<file path="src/rtl/freq_pkg.sv">
// Shared definitions for the frequency display slice.
//   SEG_DASH / SEG_BLANK : active-low segment patterns {dp,g,f,e,d,c,b,a}
//   SEG_TABLE            : decimal digit 0-9 to active-low segment pattern
//   state_t              : conversion FSM states
//   pow10()              : 10^n, used for the overflow threshold
package freq_pkg;

  localparam logic [7:0] SEG_DASH  = 8'hBF;
  localparam logic [7:0] SEG_BLANK = 8'hFF;

  localparam logic [7:0] SEG_TABLE [10] = '{
    8'hC0, 8'hF9, 8'hA4, 8'hB0, 8'h99,
    8'h92, 8'h82, 8'hF8, 8'h80, 8'h90
  };

  typedef enum logic [1:0] {
    IDLE,
    CONV,
    DONE
  } state_t;

  function automatic logic [63:0] pow10(input int unsigned n);
    logic [63:0] r;
    r = 64'd1;
    for (int unsigned i = 0; i < n; i++) r = r * 64'd10;
    return r;
  endfunction

endpackage

</file>
<file path="src/rtl/freq_bcd_display_seg7_scan.sv">
// Time-multiplexed active-low 7-segment driver.
//   clk, rst : clock, asynchronous active-high reset
//   load     : capture bcd_in/dash_in into the display register
//   bcd_in   : packed BCD digits, digit 0 in bits [3:0]
//   dash_in  : show '-' on every digit instead of the BCD value
//   seg      : registered active-low segments {dp,g,f,e,d,c,b,a}
//   an       : registered active-low one-hot digit enable
module seg7_scan
  import freq_pkg::*;
#(
  parameter int DIGITS   = 8,
  parameter int SCAN_DIV = 100000,
  parameter int LZ_BLANK = 1
) (
  input  logic                  clk,
  input  logic                  rst,
  input  logic                  load,
  input  logic [4*DIGITS-1:0]   bcd_in,
  input  logic                  dash_in,
  output logic [7:0]            seg,
  output logic [DIGITS-1:0]     an
);

  localparam int CW = (SCAN_DIV > 1) ? $clog2(SCAN_DIV) : 1;
  localparam int IW = (DIGITS > 1) ? $clog2(DIGITS) : 1;

  logic [4*DIGITS-1:0] disp;
  logic                dash;
  logic [CW-1:0]       sc_cnt;
  logic [IW-1:0]       idx;
  logic [IW-1:0]       idx_n;
  logic                wrap;
  logic [3:0]          nib;
  logic                zero_above;
  logic [7:0]          seg_n;

  assign wrap = (sc_cnt == CW'(SCAN_DIV - 1));

  always_comb begin
    idx_n = idx;
    if (wrap) idx_n = (idx == IW'(DIGITS - 1)) ? '0 : idx + IW'(1);
  end

  // Segment pattern for the slot being selected at this edge, so that
  // an and seg always move together.
  always_comb begin
    nib        = disp[4*idx_n +: 4];
    zero_above = 1'b1;
    for (int unsigned i = 0; i < DIGITS; i++) begin
      if (i >= 32'(idx_n) && disp[4*i +: 4] != 4'd0) zero_above = 1'b0;
    end
    if (dash)
      seg_n = SEG_DASH;
    else if (LZ_BLANK != 0 && idx_n != '0 && zero_above)
      seg_n = SEG_BLANK;
    else if (nib < 4'd10)
      seg_n = SEG_TABLE[nib];
    else
      seg_n = SEG_BLANK;
  end

  always_ff @(posedge clk or posedge rst) begin
    if (rst) begin
      disp   <= '0;
      dash   <= 1'b0;
      sc_cnt <= '0;
      idx    <= '0;
      seg    <= SEG_TABLE[0];
      an     <= ~DIGITS'(1);
    end else begin
      sc_cnt <= wrap ? '0 : sc_cnt + CW'(1);
      idx    <= idx_n;
      an     <= ~(DIGITS'(1) << idx_n);
      seg    <= seg_n;
      if (load) begin
        disp <= bcd_in;
        dash <= dash_in;
      end
    end
  end

endmodule

</file>
<file path="src/rtl/freq_bcd_display.sv">
// Binary frequency count to packed BCD with a multiplexed 7-segment display.
//   Clk, Rst  : clock, asynchronous active-high reset
//   FreqBin   : binary count, sampled while FreqValid is high
//   FreqValid : one-cycle request strobe
//   Busy      : conversion running or a request pending
//   BcdOut    : packed BCD result (all 4'hF on overflow)
//   BcdValid  : one-cycle pulse when BcdOut/Overflow update
//   Overflow  : last captured count was >= 10^DIGITS
//   SegOut    : active-low segments {dp,g,f,e,d,c,b,a}
//   AnOut     : active-low one-hot digit enable
module freq_bcd_display
  import freq_pkg::*;
#(
  parameter int BIN_W    = 27,
  parameter int DIGITS   = 8,
  parameter int SCAN_DIV = 100000,
  parameter int LZ_BLANK = 1
) (
  input  logic                  Clk,
  input  logic                  Rst,
  input  logic [BIN_W-1:0]      FreqBin,
  input  logic                  FreqValid,
  output logic                  Busy,
  output logic [4*DIGITS-1:0]   BcdOut,
  output logic                  BcdValid,
  output logic                  Overflow,
  output logic [7:0]            SegOut,
  output logic [DIGITS-1:0]     AnOut
);

  localparam int              BW    = 4 * DIGITS;
  localparam int              CNT_W = $clog2(BIN_W + 1);
  localparam logic [BIN_W:0]  LIMIT = (BIN_W + 1)'(pow10(DIGITS));

  state_t             state;
  logic [BIN_W-1:0]   shreg;
  logic [BIN_W-1:0]   pend_val;
  logic               pending;
  logic [BW-1:0]      bcd;
  logic [BW-1:0]      bcd_adj;
  logic [CNT_W-1:0]   cnt;
  logic               ovf_cap;
  logic [BIN_W-1:0]   start_val;
  logic               disp_load;
  logic [BW-1:0]      result;

  // Double-dabble correction applied before each shift.
  always_comb begin
    bcd_adj = bcd;
    for (int unsigned i = 0; i < DIGITS; i++) begin
      if (bcd[4*i +: 4] >= 4'd5) bcd_adj[4*i +: 4] = bcd[4*i +: 4] + 4'd3;
    end
  end

  // In DONE a strobe arriving that very cycle is newer than the pending one.
  assign start_val = FreqValid ? FreqBin : pend_val;
  assign result    = ovf_cap ? '1 : bcd;
  assign disp_load = (state == DONE);
  assign Busy      = (state != IDLE) || pending;

  always_ff @(posedge Clk or posedge Rst) begin
    if (Rst) begin
      state    <= IDLE;
      shreg    <= '0;
      pend_val <= '0;
      pending  <= 1'b0;
      bcd      <= '0;
      cnt      <= '0;
      ovf_cap  <= 1'b0;
      BcdOut   <= '0;
      BcdValid <= 1'b0;
      Overflow <= 1'b0;
    end else begin
      BcdValid <= 1'b0;
      case (state)
        IDLE: begin
          if (FreqValid) begin
            shreg   <= FreqBin;
            bcd     <= '0;
            cnt     <= '0;
            ovf_cap <= ({1'b0, FreqBin} >= LIMIT);
            state   <= CONV;
          end
        end
        CONV: begin
          bcd   <= {bcd_adj[BW-2:0], shreg[BIN_W-1]};
          shreg <= {shreg[BIN_W-2:0], 1'b0};
          cnt   <= cnt + CNT_W'(1);
          if (cnt == CNT_W'(BIN_W - 1)) state <= DONE;
          if (FreqValid) begin
            pend_val <= FreqBin;
            pending  <= 1'b1;
          end
        end
        DONE: begin
          BcdOut   <= result;
          BcdValid <= 1'b1;
          Overflow <= ovf_cap;
          if (FreqValid || pending) begin
            shreg   <= start_val;
            bcd     <= '0;
            cnt     <= '0;
            ovf_cap <= ({1'b0, start_val} >= LIMIT);
            pending <= 1'b0;
            state   <= CONV;
          end else begin
            state <= IDLE;
          end
        end
        default: state <= IDLE;
      endcase
    end
  end

  seg7_scan #(
    .DIGITS   (DIGITS),
    .SCAN_DIV (SCAN_DIV),
    .LZ_BLANK (LZ_BLANK)
  ) u_scan (
    .clk     (Clk),
    .rst     (Rst),
    .load    (disp_load),
    .bcd_in  (result),
    .dash_in (ovf_cap),
    .seg     (SegOut),
    .an      (AnOut)
  );

endmodule

</file>
<file path="config.mk">
export PLATFORM = sky130hd
export DESIGN_NAME = freq_bcd_display
export DESIGN_NICKNAME = d
export VERILOG_FILES = /design/src/rtl/freq_pkg.sv /design/src/rtl/freq_bcd_display_seg7_scan.sv /design/src/rtl/freq_bcd_display.sv
export SDC_FILE = /design/constraint.sdc
export NUM_CORES = 1
export LEC_CHECK = 0
export ABC_AREA = 1
export BUFFER_PORTS_ARGS = -buffer_cell sky130_fd_sc_hd__buf_2
export CAP_MARGIN = 25
export CELL_PAD_IN_SITES_DETAIL_PLACEMENT = 0
export CELL_PAD_IN_SITES_GLOBAL_PLACEMENT = 2
export CORE_MARGIN = 5
export CORE_UTILIZATION = 37
export DETAILED_ROUTE_END_ITERATION = 8
export GPL_ROUTABILITY_DRIVEN = 0
export PLACE_DENSITY_LB_ADDON = 0.1
export SETUP_SLACK_MARGIN = 0.4
export SYNTH_ARGS = -nofsm -noshare
export SYNTH_HDL_FRONTEND = slang
export SYNTH_HIERARCHICAL = 1
export SYNTH_SLANG_ARGS = --single-unit
export TNS_END_PERCENT = 50
</file>
<file path="constraint.sdc">
create_clock -name Clk -period 5.1 [get_ports Clk]
set_clock_uncertainty 0.1 [all_clocks]
set_input_delay 1.02 -clock Clk [delete_from_list [all_inputs] [get_ports Clk]]
set_output_delay 1.02 -clock Clk [all_outputs]
set_load 0.05 [all_outputs]
</file>
==> flow_summary.ini <==
[yosys]
syn-instance-count = 1279
seq_area_frac_synth = 0.477
async_reset_ff_frac = 1.00
ys_types = 45
synth-main-ff-cell = dfrtp_1
synth_common_cells = 306 x nand2_1, 189 x dfrtp_1, 142 x inv_1
synth-seq-cells = 197
yosysMostFrequentCell = nand2_1
syn_nets = 1341
yosysTopAreaCell = dfrtp_1
postSynthAreaPerCell_um2 = 8.09
yosysWarnings = 6
yosysTopAreaCellShare = 0.457
syn_area_um2 = 10300
synth_edf_count = 0
synth_area_leaders = dfrtp_1 46%, nand2_1 11%, o21ai_0 6.6%

[worst_hold_path]
min_from = u_scan/sc_cnt[0]$_DFF_PP0_
holdPathStages = 1
min_to = u_scan/sc_cnt[0]$_DFF_PP0_
holdCritPathClass = reg -> reg

[clock_tree]
postCtsSetupBuffers = 0
cts_buffers = 17
clk_latency_ns = 0.44
cts_tree = built
clockRootBuffer = clkbuf_16
clk_pin_slew_ns = 0.07
clock_path_buffers = 2
htree_levels = 4
cts_sinks = 197
cts_resized = 0
ctsHoldBuffers = 0

[pwr]
power.internal_w = 0.00357
peakVddDrop_v = 0.000466
combPwrFrac = 0.431
switching_power_w = 0.00293
power_frac_clock = 0.211
pwr-share-seq = 0.358
leakage_nw = 5.59
pwr_density_cell_nw_per_um2 = 557
switching_share = 0.451

[status]
status = finished, final reports clean

[setup_path]
timing.critical_path.mode_cell = nand2_1
cp_slowest_stage_delay_ns = 0.42
r2r_start = u_scan/sc_cnt[0]$_DFF_PP0_
start_kind = flip-flop
r2r_cells = 16
worstPathMaxFanout = 12
end_kind = flip-flop
crit_arrival_ns = 3.21
worstReg2RegEnd = u_scan/seg[3]$_DFF_PP0_
cp_cell_sequence = ha_1 > nand2_2 > inv_2 > nand2_1 > nor2_4 > nand3_4 > nand2_1 > inv_1 > nor2_2 > nand2_1 > nand3_1 > nand2_2 > ha_1 > or2_1 > nand3_1 > nand2_1
critPathRequiredTime_ns = 5.32
crit_type = reg -> reg
crit_slowest_cell = nor2_2
reg2reg_slack_ns = 2.10

[timing]
worst_pin_slew_ns = 0.832
tns_ns = 0
hold_viol = 0
finalSetupViolCount = 0
fin_crit_ns = 3.00
rsz0062_at_grt = false
finalCritPeriodShare = 0.587
maxSlewHeadroom = 0.445
max_freq_ghz = 0.334
report.final.slew_viol_count = 0
holdWs_ns = 0.359

[drt]
vias_per_cell = 4.85
vias = 8355
post_drt_wl_per_cell_um = 15.4
dr.pass1.iters = 6
drc = 0
drtIter0Drc = 448
finalWirelength_mm = 26.5
ant_nets = 0

[placed_design]
portBuffers = 79
place_area_um2 = 11000
dp_hpwl_mm = 18.3

[floorplan]
die_h_um = 177
num_rows = 61
core_area_um2 = 27700
start_util = 0.374
fp.dieW_um = 177
dieArea_um2 = 31400
ios = 81

[global_routing]
grt_max_degree = 97
antenna_found_initial = 0
grt_pass1_wl_mm = 44.0
gr-total-overflow = 0
first_global_vias = 8203
grtUsageTotal = 0.173

[job]
maxCapViolations = 0

[layout]
area_growth_pct = 12.6
fin_nets = 1392
insertedDiodeCount = 0
layout-drive-gt1-share = 0.153
finish.instance_area_um2 = 11600
[worst max path at each step]
stage	endpoint	start	depth (start not counted)	slack [ns]
floorplan	BcdOut[0]$_DFFE_PP0P_	Rst	1	0.54
global placement	bcd[8]$_DFFE_PP0P_	FreqValid	7	2.00
detailed placement	bcd[25]$_DFFE_PP0P_	FreqValid	7	1.90
CTS	u_scan/seg[3]$_DFF_PP0_	u_scan/sc_cnt[0]$_DFF_PP0_	16	2.08
global route	u_scan/seg[0]$_DFF_PP0_	u_scan/sc_cnt[0]$_DFF_PP0_	18	1.85
finish	u_scan/seg[3]$_DFF_PP0_	u_scan/sc_cnt[0]$_DFF_PP0_	16	2.10
[registers in the layout, summed over array words and instances (netlist names)]
name,cells
u_scan/idx,3
pend_val,27
state,2
u_scan/an,8
shreg,27
bcd,32
u_scan/sc_cnt,17
BcdOut,32
cnt,5
BcdValid,1
u_scan/dash,1
u_scan/disp,32
u_scan/seg,7
Overflow,1
pending,1
ovf_cap,1
[cell type report]
| type | instances | area, µm² |
|---|---|---|
| fill | 2850 | 16100 |
| clock inverter | 15 | 163 |
| timing repair buffer | 91 | 513 |
| clock buffer | 17 | 425 |
| multi-input combinational | 871 | 4560 |
| inverter | 152 | 576 |
| sequential | 197 | 4940 |
| tap | 378 | 473 |
[metal layers]
metal / wire length [µm] / share of wire / global-route usage
met1: 13900 / 0.53 / 0.260
met2: 11700 / 0.44 / 0.267
met3: 629 / 0.024 / 0.0327
met4: 172 / 0.0065 / 0.0271
met5: 0 / 0 / 0
[per-stage QoR]
stage          power (W)  setup WS, ns  instances  utilization
6_report         0.00649          2.10       1721        0.420
5_1_grt          0.00700          1.85       1721        0.420
4_1_cts          0.00657          2.08       1719        0.419
3_5_place_dp     0.00518          1.90       1687        0.398
3_3_place_gp     0.00516          2.00       1687        0.398
2_1_floorplan    0.00445         0.539       1279            -
[cells in the final DEF, fill, tap and decap left out, types with 5 or more instances in the layout]
cell       count
nand3_1       59
a21oi_1       34
mux2_2        14
o22ai_1       51
dfstp_2        8
nand2_2       13
nor2_1       112
dfrtp_1      189
xor2_1        12
or2_2         12
clkbuf_16     17
ha_1          31
inv_8          5
nor2_4         8
buf_2         79
nand4_1        9
buf_4         10
nand2_1      306
a31oi_1       31
o21ai_1        6
inv_1        140
inv_2         11
o21ai_0      137
[cells by family after synthesis]
| family | share of synthesized area |
|---|---|
| adder cells (fa/ha/maj) | 0.0387 |
| AO/OA/AOI/OAI | 0.146 |
| flip-flops | 0.477 |
| buffers and inverters | 0.0833 |
| multiplexers | 0.0152 |
| AND/OR/NAND/NOR | 0.228 |
| other | 0.000362 |
| XOR/XNOR | 0.0110 |
[worst max-delay path: cells and delay by family (launching register included)]
kind,cells,cell delay (ns)
flip-flops,1,0.37
buffers and inverters,2,0.12
AND/OR/NAND/NOR,12,1.80
adder cells (fa/ha/maj),2,0.49
[power by group through the flow]
stage               combinational, W  sequential [W]  clock, W
floorplan                    0.00158         0.00287         0
CTS                          0.00283         0.00233   0.00141
global route                 0.00313         0.00239   0.00149
finish                       0.00280         0.00232   0.00137
detailed placement           0.00282         0.00236         0
global placement             0.00281         0.00235         0
Note: power is estimated with default switching activity, not from simulation.
